File: src/rtl/wr_stream_rr_arb.sv
// Round-robin merge of NUM_CH valid/ready write streams into one registered,
// channel-tagged output stream, with a bounded per-channel burst hold.
module wr_stream_rr_arb #(
  parameter int DATA_WIDTH = 20,
  parameter int NUM_CH     = 4,
  parameter int MAX_BURST  = 4,
  localparam int CH_W      = (NUM_CH > 1) ? $clog2(NUM_CH) : 1
) (
  input  logic                         clk,
  input  logic                         arst_n,
  input  logic [NUM_CH*DATA_WIDTH-1:0] data_in,
  input  logic [NUM_CH-1:0]            vld,
  output logic [NUM_CH-1:0]            rdy,
  output logic [DATA_WIDTH-1:0]        data_out,
  output logic                         vld_out,
  input  logic                         rdy_in,
  output logic [CH_W-1:0]              ch_id
);

  localparam int BW = (MAX_BURST > 1) ? $clog2(MAX_BURST) : 1;

  logic [DATA_WIDTH-1:0] din [NUM_CH];

  for (genvar i = 0; i < NUM_CH; i++) begin : g_unpack
    assign din[i] = data_in[i*DATA_WIDTH +: DATA_WIDTH];
  end

  logic [CH_W-1:0]       owner_q, owner_d;
  logic [BW-1:0]         burst_q, burst_d;
  logic                  vld_out_q, vld_out_d;
  logic [DATA_WIDTH-1:0] data_out_q, data_out_d;
  logic [CH_W-1:0]       ch_id_q, ch_id_d;

  logic            gnt_vld;
  logic [CH_W-1:0] gnt_idx;
  logic [CH_W:0]   cand;
  logic            load_en;
  logic            burst_on;
  logic            xfer;

  assign load_en  = !vld_out_q | rdy_in;
  assign burst_on = (burst_q != '0);
  assign xfer     = gnt_vld & load_en;

  // Search wraps from owner+1 and ends at owner itself.
  always_comb begin
    gnt_vld = 1'b0;
    gnt_idx = owner_q;
    cand    = '0;
    if (burst_on && vld[owner_q]) begin
      gnt_vld = 1'b1;
    end else begin
      for (int k = 1; k <= NUM_CH; k++) begin
        cand = {1'b0, owner_q} + (CH_W+1)'(k);
        if (cand >= (CH_W+1)'(NUM_CH))
          cand = cand - (CH_W+1)'(NUM_CH);
        if (!gnt_vld && vld[cand[CH_W-1:0]]) begin
          gnt_vld = 1'b1;
          gnt_idx = cand[CH_W-1:0];
        end
      end
    end
  end

  always_comb begin
    rdy = '0;
    if (gnt_vld && arst_n)
      rdy[gnt_idx] = load_en;
  end

  always_comb begin
    owner_d = owner_q;
    burst_d = burst_q;
    if (xfer) begin
      owner_d = gnt_idx;
      if (gnt_idx == owner_q && burst_on)
        burst_d = (burst_q == BW'(MAX_BURST-1)) ? '0 : burst_q + 1'b1;
      else
        burst_d = (MAX_BURST == 1) ? '0 : BW'(1);
    end else if (burst_on && !vld[owner_q]) begin
      burst_d = '0;
    end
  end

  always_comb begin
    vld_out_d  = vld_out_q;
    data_out_d = data_out_q;
    ch_id_d    = ch_id_q;
    if (load_en) begin
      vld_out_d = gnt_vld;
      if (gnt_vld) begin
        data_out_d = din[gnt_idx];
        ch_id_d    = gnt_idx;
      end
    end
  end

  always_ff @(posedge clk or negedge arst_n) begin
    if (!arst_n) begin
      owner_q    <= CH_W'(NUM_CH-1);
      burst_q    <= '0;
      vld_out_q  <= 1'b0;
      data_out_q <= '0;
      ch_id_q    <= '0;
    end else begin
      owner_q    <= owner_d;
      burst_q    <= burst_d;
      vld_out_q  <= vld_out_d;
      data_out_q <= data_out_d;
      ch_id_q    <= ch_id_d;
    end
  end

  assign data_out = data_out_q;
  assign vld_out  = vld_out_q;
  assign ch_id    = ch_id_q;

endmodule

File: config.mk
export PLATFORM = sky130hd
export DESIGN_NAME = wr_stream_rr_arb
export DESIGN_NICKNAME = d
export VERILOG_FILES = /design/src/rtl/wr_stream_rr_arb.sv
export SDC_FILE = /design/constraint.sdc
export NUM_CORES = 1
export LEC_CHECK = 0
export CAP_MARGIN = 5
export CELL_PAD_IN_SITES_DETAIL_PLACEMENT = 1
export CELL_PAD_IN_SITES_GLOBAL_PLACEMENT = 1
export CORE_MARGIN = 1.5
export CORE_UTILIZATION = 27
export CTS_BUF_LIST = sky130_fd_sc_hd__clkbuf_8
export DETAILED_ROUTE_END_ITERATION = 16
export PLACE_DENSITY = 0.83
export SYNTH_ARGS = -nofsm -noshare
export SYNTH_HDL_FRONTEND = slang
export SYNTH_SLANG_ARGS = --single-unit
export TNS_END_PERCENT = 1
File: constraint.sdc
create_clock -name clk -period 2.6 [get_ports clk]
set_clock_uncertainty 0.1 [all_clocks]
set_input_delay 0.26 -clock clk [delete_from_list [all_inputs] [get_ports clk]]
set_output_delay 0.26 -clock clk [all_outputs]
set_load 0.01 [all_outputs]
==> results.py <==
metrics = {
    "outcome": {
        "status": "complete, but fails checks",
        "violations": "setup timing",
    },
    "clock_network": {
        "cts_sinks": 27,
        "cts_hold_buf": 0,
        "numCtsBuffers": 3,
        "tritoncts": "built",
        "htreeDepth": 1,
        "root_buffer": "clkbuf_8",
        "clk_pin_slew_ns": 0.09,
        "clk_path_buf_depth": 2,
        "clk_latency_ns": 0.27,
    },
    "logic_synthesis": {
        "syn_nets": 290,
        "ys_warn_count": 0,
        "avgSynthCellArea_um2": 10.66,
        "async_flop_share_pct": 100.0,
        "synthCells": 201,
        "synth.distinct_cells": 43,
        "ys_ff_latch": 27,
        "synth_edf_count": 0,
        "yosysSeqAreaShare_pct": 31.64,
        "synth_flop_cell": "dfrtp_1",
        "synthesis.area_um2": 2143,
    },
    "critical_path": {
        "arrival_ns": 3.06,
        "crit_buf_inv": 3,
        "regToRegStartpoint": "owner_q[1]",
        "crit_start": "owner_q[1]",
        "critical-path-top-delay-family": "compound AO/OA/AOI/OAI gates",
        "worst_path_max_delay_cell": "dfstp_2",
        "cp.depth": 9,
        "rr_endpoint": "data_out[13]",
        "path_cells": "mux2_4, o32a_1, and2_4, a211oi_4, buf_12, buf_4, buf_12, mux2_1, a221o_1",
        "critPathCapture": "data_out[13]",
        "max_stage_delay_ns": 0.58,
        "critical_path.max_fanout": 7,
        "cp.required_ns": 2.65,
        "endpoint_kind": "flip-flop",
        "start_kind": "flip-flop",
        "rrSetupSlack_ns": -0.41,
        "reg2reg_depth": 9,
        "critical_path_class": "reg2reg",
        "cpMostUsedCell": "buf_12",
    },
    "timing": {
        "drv_slew": 0,
        "slew_headroom_pct": 52.16,
        "worst_slew_pin_slew_ns": 0.7112,
        "post-route-period-util_pct": 115.7,
        "setup_viol": 24,
        "rsz0062_at_grt": "true",
        "fmax_mhz": 332.4,
        "setup_slack_ns": -0.4081,
        "fin_crit_ns": 3.008,
        "hold_viol": 0,
        "setup-tns-final_ns": -8.238,
    },
    "grt": {
        "grt_pass1_vias": 2588,
        "grt_usage_pct": 19.13,
        "antenna_found_initial": 0,
        "grt_max_degree": 28,
        "grt_overflow_total": 0,
        "grt_pass1_wl_um": 12770,
    },
    "pwr": {
        "peakVddDrop_v": 0.0005271,
        "leakage_nw": 1.671,
        "power.density_nw_per_um2": 1121,
    },
    "die": {
        "die_w_um": 92.10,
        "ios": 114,
        "die_h_um": 92.10,
        "initial_core_util_pct": 27.88,
        "rows": 32,
        "die-area_um2": 8481,
        "core_um2": 7687,
    },
    "route": {
        "ant_nets": 0,
        "routed_via_density": 4.980,
        "drtIter0Drc": 46,
        "wl_per_cell_um": 17.42,
        "first_pass_iters": 4,
        "drc_errors": 0,
        "vias": 2236,
        "routed_wl_um": 7821,
    },
    "cells_and_area": {
        "drive_gt1_share_pct": 27.09,
        "final_common_cell": "clkdlybuf4s50_1",
        "fin_cells": 449,
        "finish.utilization_pct": 50.24,
        "diodes": 0,
        "area_delta_synth_final_pct": 80.21,
        "fin_nets": 437,
        "final_cell_mix": "108 x clkdlybuf4s50_1, 35 x buf_4, 25 x mux2_4, 25 x dfrtp_1, 21 x and2_1",
    },
    "placed_design": {
        "hpwl_um": 5982,
        "pre_cts_ws_ns": -0.6597,
        "numPortBuffers": 113,
        "dp_cells": 436,
        "routabilityCongestion": 0.8598,
    },
    "run": {
        "maxCapViolCount": 0,
    },
    "worst_hold_path": {
        "hold_path.class": "in2async",
    },
}
## Yosys cell counts, types with 2 or more instances
library cell | count | area (µm²)
o21ai_0 | 3 | 15.01
nor3_1 | 2 | 10.01
and2_1 | 22 | 137.6
o22ai_1 | 3 | 18.77
nand3_1 | 5 | 25.02
nand2_1 | 7 | 26.28
buf_2 | 2 | 10.01
mux2i_1 | 3 | 30.03
a211o_1 | 2 | 17.52
a221o_1 | 20 | 200.2
a211oi_4 | 2 | 40.04
a21o_1 | 2 | 15.01
buf_6 | 4 | 45.04
mux2_2 | 6 | 67.56
ha_1 | 2 | 25.02
clkbuf_1 | 8 | 30.03
inv_1 | 8 | 30.03
nand2b_1 | 3 | 18.77
dfrtp_1 | 25 | 625.6
mux2_1 | 21 | 236.5
nor2_1 | 11 | 41.29
dfstp_2 | 2 | 52.55
a21oi_1 | 3 | 15.01
mux2_4 | 16 | 240.2
## how the worst min path moves through the flow
stage / from / cells past startpoint / endpoint
2_1_floorplan: arst_n / 0 / burst_q[0]
3_3_place_gp: ch_id[0] / 2 / ch_id[0]
3_5_place_dp: ch_id[0] / 2 / ch_id[0]
4_1_cts: ch_id[0] / 2 / ch_id[0]
5_1_grt: arst_n / 2 / ch_id[0]
6_report: arst_n / 2 / ch_id[0]
## power by group
group          leakage (nW)  internal, mW  total [mW]  switching, mW
Combinational          1.32          2.00        3.32           1.33
Clock                0.0255         0.107       0.237          0.130
Sequential            0.324         0.638       0.768          0.130
Total                  1.67          2.74        4.33           1.59
## routing by layer
metal	global-route usage, %	part of all wire [%]
met1	21.47	39
met2	34.51	52
met3	4.809	6.2
met4	7.308	2.3
met5	0	0
## sequential cells by signal, indices dropped and copies added, names as in the netlist
signal and count:
data_out 20, vld_out 1, burst_q 2, ch_id 2
owner_q 2
## through the flow
stage          instance area [µm²]  hold slack (ns)  total power, mW
2_1_floorplan                 2157          -0.1356            2.419
6_report                      3862           0.4032            4.330
3_5_place_dp                  3659           0.3868            3.707
3_3_place_gp                  3659           0.3765            3.618
5_1_grt                       3862           0.4425            4.598
4_1_cts                       3847           0.4078            4.323
## final cells by class
type                    instances  area (µm²)
clock buffers                   3       41.29
clock inverters                 1       5.005
fillers                       855        3825
inverters                       8       30.03
multi-input cells             151        1418
flip-flops and latches         27       678.2
well taps                     102       127.6
repair buffers                157        1563
## cells by family (layout without fill, tap and decap cells)
logic type	Yosys count	in the layout	share of synthesized area [%]
flops	27	27	31.64
xor+xnor	1	1	0.4087
mux	46	46	26.80
compound gates	47	47	20.43
fa+ha+maj	2	2	1.167
buf+inv	23	169	5.721
simple gates	55	55	13.84
## worst register-to-register path, stage by stage, from the launching register on
cell      delay, ns
dfstp_2        0.58
mux2_4         0.31
o32a_1         0.39
and2_4         0.19
a211oi_4       0.24
buf_12         0.15
buf_4          0.15
buf_12         0.13
mux2_1         0.33
a221o_1        0.32
## timing repair
| item | in CTS | in global routing |
|---|---|---|
| endpoints found under the setup margin | 24 | 25 |
| setup buffers | 7 | 1 |
| pin swaps | 7 | 3 |
| gates resized for setup | 25 | 5 |
| cloned | 1 | 0 |
Power figures use the tool's default switching activity.
